<file path="src/rtl/alu_sequencer_pkg.sv">
// Shared definitions for the ALU sequencer: instruction layout, opcodes and FSM encoding.
package alu_sequencer_pkg;

  localparam int unsigned INSTR_W = 8;
  localparam int unsigned ACC_W   = 8;
  localparam int unsigned DATA_W  = 4;
  localparam int unsigned FUNC_W  = 3;

  // Instruction layout: {halt, func[2:0], data[3:0]}
  localparam int unsigned HALT_BIT = 7;
  localparam int unsigned FUNC_MSB = 6;
  localparam int unsigned FUNC_LSB = 4;
  localparam int unsigned DATA_MSB = 3;
  localparam int unsigned DATA_LSB = 0;

  localparam logic [FUNC_W-1:0] OP_INC   = 3'd0;
  localparam logic [FUNC_W-1:0] OP_ADD   = 3'd1;
  localparam logic [FUNC_W-1:0] OP_ADDV  = 3'd2;
  localparam logic [FUNC_W-1:0] OP_LOGIC = 3'd3;
  localparam logic [FUNC_W-1:0] OP_ROR   = 3'd4;
  localparam logic [FUNC_W-1:0] OP_SHL   = 3'd5;
  localparam logic [FUNC_W-1:0] OP_SHR   = 3'd6;
  localparam logic [FUNC_W-1:0] OP_MUL   = 3'd7;

  typedef enum logic [1:0] {
    IDLE = 2'd0,
    RUN  = 2'd1,
    DONE = 2'd2
  } state_t;

endpackage

</file>
<file path="src/rtl/alu_sequencer_alu_core.sv">
// Combinational ALU: 4-bit operands A (instruction data) and B (acc low nibble), 8-bit result.
module alu_core
  import alu_sequencer_pkg::*;
(
  input  logic [FUNC_W-1:0] func,
  input  logic [DATA_W-1:0] a,
  input  logic [DATA_W-1:0] b,
  output logic [ACC_W-1:0]  result_c
);

  always_comb begin
    result_c = '0;
    case (func)
      OP_INC:         result_c = ACC_W'(a) + ACC_W'(1);
      OP_ADD, OP_ADDV: result_c = ACC_W'(a) + ACC_W'(b);
      OP_LOGIC:       result_c = {a | b, a ^ b};
      OP_ROR:         result_c = {7'b0, |(a | b)};
      // Shift amounts of 8 or more flush the operand out entirely
      OP_SHL:         result_c = (a >= 4'd8) ? '0 : ACC_W'({4'b0, b} << a);
      OP_SHR:         result_c = (a >= 4'd8) ? '0 : ACC_W'({4'b0, b} >> a);
      OP_MUL:         result_c = ACC_W'(a) * ACC_W'(b);
      default:        result_c = '0;
    endcase
  end

endmodule

</file>
<file path="src/rtl/alu_sequencer.sv">
// Instruction-store sequencer: loads a small program in IDLE, then runs it against an
// 8-bit accumulator in free-run or single-step mode.
module alu_sequencer
  import alu_sequencer_pkg::*;
#(
  parameter int unsigned DEPTH = 8
) (
  input  logic                       clock,
  input  logic                       reset_n,
  input  logic                       load_en,
  input  logic [$clog2(DEPTH)-1:0]   load_addr,
  input  logic [INSTR_W-1:0]         load_instr,
  input  logic                       start,
  input  logic                       step_mode,
  input  logic                       step,
  output logic [ACC_W-1:0]           acc,
  output logic [$clog2(DEPTH)-1:0]   pc,
  output logic                       busy,
  output logic                       done,
  output logic                       load_rej
);

  localparam int unsigned PC_W = $clog2(DEPTH);

  state_t               state, state_d;
  logic [INSTR_W-1:0]   store [DEPTH];
  logic                 start_q, step_q, mode_q, mode_d;
  logic [ACC_W-1:0]     acc_d, alu_result;
  logic [PC_W-1:0]      pc_d;
  logic                 busy_d, done_d, rej_d, store_we;
  logic                 start_edge, step_edge, exec;
  logic [INSTR_W-1:0]   instr;

  assign start_edge = start & ~start_q;
  assign step_edge  = step & ~step_q;
  assign instr      = store[pc];
  assign exec       = ~mode_q | step_edge;

  alu_core u_alu (
    .func     (instr[FUNC_MSB:FUNC_LSB]),
    .a        (instr[DATA_MSB:DATA_LSB]),
    .b        (acc[DATA_W-1:0]),
    .result_c (alu_result)
  );

  // Next-state and datapath updates
  always_comb begin
    state_d  = state;
    acc_d    = acc;
    pc_d     = pc;
    mode_d   = mode_q;
    store_we = 1'b0;
    case (state)
      IDLE: begin
        store_we = load_en;
        if (start_edge) begin
          acc_d   = '0;
          pc_d    = '0;
          mode_d  = step_mode;
          state_d = RUN;
        end
      end
      RUN: begin
        if (exec) begin
          acc_d = alu_result;
          if (instr[HALT_BIT] || (pc == PC_W'(DEPTH - 1))) state_d = DONE;
          else                                              pc_d    = pc + PC_W'(1);
        end
      end
      DONE:    state_d = IDLE;
      default: state_d = IDLE;
    endcase
    busy_d = (state_d == RUN);
    done_d = (state_d == DONE);
    rej_d  = load_en & (state != IDLE);
  end

  always_ff @(posedge clock) begin
    if (!reset_n) begin
      state    <= IDLE;
      acc      <= '0;
      pc       <= '0;
      mode_q   <= 1'b0;
      start_q  <= 1'b0;
      step_q   <= 1'b0;
      busy     <= 1'b0;
      done     <= 1'b0;
      load_rej <= 1'b0;
    end else begin
      state    <= state_d;
      acc      <= acc_d;
      pc       <= pc_d;
      mode_q   <= mode_d;
      start_q  <= start;
      step_q   <= step;
      busy     <= busy_d;
      done     <= done_d;
      load_rej <= rej_d;
    end
  end

  // Instruction store; writes accepted only in IDLE
  always_ff @(posedge clock) begin
    if (!reset_n)      store            <= '{default: '0};
    else if (store_we) store[load_addr] <= load_instr;
  end

endmodule

</file>
<file path="config.mk">
export PLATFORM = sky130hd
export DESIGN_NAME = alu_sequencer
export DESIGN_NICKNAME = d
export VERILOG_FILES = /design/src/rtl/alu_sequencer_pkg.sv /design/src/rtl/alu_sequencer_alu_core.sv /design/src/rtl/alu_sequencer.sv
export SDC_FILE = /design/constraint.sdc
export NUM_CORES = 1
export LEC_CHECK = 0
export BUFFER_PORTS_ARGS = -buffer_cell sky130_fd_sc_hd__buf_2
export CAP_MARGIN = 15
export CORE_MARGIN = 5
export CORE_UTILIZATION = 53
export CTS_BUF_LIST = sky130_fd_sc_hd__clkbuf_4 sky130_fd_sc_hd__clkbuf_8
export CTS_CLUSTER_DIAMETER = 100
export CTS_CLUSTER_SIZE = 20
export DETAILED_ROUTE_END_ITERATION = 8
export PLACE_DENSITY_LB_ADDON = 0.08
export SLEW_MARGIN = 5
export SYNTH_ARGS = -nofsm -noshare
export SYNTH_HDL_FRONTEND = slang
export SYNTH_SLANG_ARGS = --single-unit
</file>
<file path="constraint.sdc">
create_clock -name clock -period 9.3 [get_ports clock]
set_input_delay 2.79 -clock clock [delete_from_list [all_inputs] [get_ports clock]]
set_output_delay 2.79 -clock clock [all_outputs]
set_load 0.03 [all_outputs]
</file>
==> run summary <==
Async set or reset register ratio after synthesis: 0
FF-to-FF Start: pc[1]
Clock transition at path regs: 100 ps
DR iter-0 viols: 218
Critical path, cell by cell: mux4_2 > mux2i_1 > inv_2 > nand2_1 > fa_1 > inv_1 > fa_1 > ha_1 > a21o_1 > a21oi_1 > o21bai_1 > a21oi_1 > xnor2_1 > a21oi_1 > o211ai_1
Crit share post-route: 0.522
DR WL/cell: 17.6 um
Slew @ Worst Pin: 918 ps
Largest net degree at the start of global routing: 75
Slew margin rel.: 0.370
Tmin final: 4860 ps
Syn_nets: 539
Crit path from: pc[1]
Achievable clock frequency: 206 MHz
Slew Viols, Final: 0
Cts bufs inserted: 9
CTS tree: yes
Largest family of logic cells by synthesized area: multiplexers
Worst endpoint data arrival time: 5130 ps
Crit-path leading delay family: multiplexers
Final WL: 10800 um
First-pass GRT wire length: 18300 um
Cells after Synth: 489
Post-Synth XOR/XNOR Area: 0.0113
Vias in the first global route: 3555
Aggregate global-route resource usage: 0.208
Port-buffer cells: 30
Worst Setup End Kind: flop
Longest Clk Path Bufs: 2
RSZ-0062 raised after global routing: false
Unique cell type count in the Yosys netlist: 49
CP max stage delay: 890 ps
Final Hold Fails: 0
Area post-placement: 4840 sq um
Post-Syn Area: 4650 sq um
Lkg Pwr: 0.00248 uW
Post-CTS Resized: 0
Antenna viol nets, final: 0
CP dominant cell by count: a21oi_1
Crit Path Max Fanout: 19
Skew-Pair Late Insertion Delay: 350 ps
Avg Inst Size Synth: 9.52 sq um
Yosys reg bits: 83
Cells after DPL: 602
Max cap viols: 0
DRC Markers: 0
Compound-Gate Fraction of Synth Area: 0.0804
Post-CTS Repair Setup Buffers: 0
Via density: 5.78
Site Rows: 34
Critical-path top delay cell: dfxtp_1
Die area: 10800 sq um
Core footprint: 8640 sq um
Hold-fix buffers, CTS: 0
Final setup viols: 0
Critical Path RT: 9580 ps
Total overflow reported by the global router: 0
Initial antenna violation count: 0
First-pass detailed-route iteration total: 5
Synth Flop Type: dfxtp_1
I/O pin total: 31
RD Place Congestion: 0.938
Diode count: 0
Worst clock skew: 13.5 ps
Final Instance Area: 5050 sq um
DIE WIDTH: 104 um
Min-delay worst type: flop to flop
Post-synth EDFFs: 0
Routed vias: 3571
Dpl hpwl: 7650 um
WP buf/inv: 2
H-tree levels: 3
Fraction of layout cells with a size suffix above 1: 0.151
Synth Area in Simple Gates: 0.156
Area growth syn-to-layout: 8.44%
Post-route setup TNS: 0 ps
CTS root buffer: clkbuf_8
Status: complete, no violations
Worst VDD drop: 0.0000784 V
Adder-cell area share of the yosys netlist: 0.0968
Startpoint Class: flop
Layout Cells excl Fill: 618
Clk sinks: 83
Post-place setup slack: 4450 ps
Seq/Total Area, Yosys: 0.357
PwrDens: 141 nW/um^2
Post-synthesis mux area share: 0.257
Setup WS post-layout: 4440 ps
Initial Utilization: 0.539
Die H: 104 um
Syn. warnings: 0
Crit path kind: flop to flop
Hold Startpoint: acc[4]
Nets: 555
## flip-flops by register name (all words and copies together), names as in the netlist
| name | count |
|---|---|
| busy | 1 |
| pc | 3 |
| done | 1 |
| acc | 8 |
| mode_q | 1 |
| store | 64 |
| start_q | 1 |
| load_rej | 1 |
| step_q | 1 |
| state | 2 |
## power breakdown
group          total, uW  internal (uW)  switching, uW
logic               64.2           23.2           41.0
registers            368            363           5.19
clock network        277            130            147
## worst reg2reg max path: stages (launching register included)
cell and delay (ps):
dfxtp_1 890, mux4_2 430, mux2i_1 740, inv_2 290
nand2_1 170, fa_1 420, inv_1 90, fa_1 410
ha_1 310, a21o_1 160, a21oi_1 230, o21bai_1 100
a21oi_1 180, xnor2_1 130, a21oi_1 80, o211ai_1 150
## cell usage after synthesis, drive strengths merged, types with 6 or more instances
cell | number | area [sq um]
nor2 | 94 | 353
dfxtp | 83 | 1660
mux2i | 76 | 790
nand2 | 40 | 153
ha | 28 | 350
clkbuf | 22 | 82.6
a21oi | 17 | 85.1
inv | 17 | 63.8
mux4 | 16 | 372
o21ai | 10 | 50.1
and3 | 9 | 56.3
buf | 7 | 47.5
nand3 | 7 | 35.0
nor3 | 6 | 30.0
## final timing paths
kind / to / slack [ps] / cells past startpoint
setup / recovery: acc[7] / 4440 / 15
hold / removal: acc[4] / 470 / 2
setup reg to reg: acc[7] / 4440 / 15
hold reg to reg: acc[4] / 470 / 2
## cell families (layout without fill, tap and decap cells)
kind of cell	count (synthesis)	after routing
AOI/OAI and AO/OA	55	55
muxes	95	95
adders and majority gates	33	33
buffers and inverters	46	67
and+or+nand+nor	171	171
DFF	83	83
xor gates and xnor gates	6	6
## layer usage
metal  GRT usage  vias up  part of all wire
met4      0.0583        0             0.011
met3      0.0392       11             0.046
li1            -     1743                 -
met2       0.347       85              0.51
met5           0        -                 0
met1       0.275     1732              0.43
## cell type report
type / instances / area, sq um
Sequential cell: 83 / 1660
Tap cell: 108 / 135
Clock inverter: 7 / 83.8
Timing Repair Buffer: 34 / 180
Multi-Input combinational cell: 360 / 2800
Fill cell: 813 / 3590
Clock buffer: 9 / 124
Inverter: 17 / 63.8
## metrics by stage
stage               power, uW   util  hold slack (ps)
finish                    710  0.584              472
floorplan                 423      -              452
detailed placement        441  0.560              461
global placement          440  0.560              457
CTS                       715  0.584              477
global route              738  0.584              492
## layout by cell type (no fill, tap or decap), types with 3 or more instances in the layout
cell type,count
nor2_1,94
dfxtp_1,83
mux2i_1,73
nand2_1,39
buf_2,30
ha_1,28
a21oi_1,17
inv_1,14
mux4_2,13
o21ai_0,10
and3_1,9
clkbuf_8,9
nand3_1,7
nor3_1,6
a21o_1,5
xnor2_1,5
fa_1,5
nor2b_1,4
buf_4,4
mux4_1,3
inv_2,3
mux2_2,3
o211ai_1,3
(Power assumes the default switching activity.)
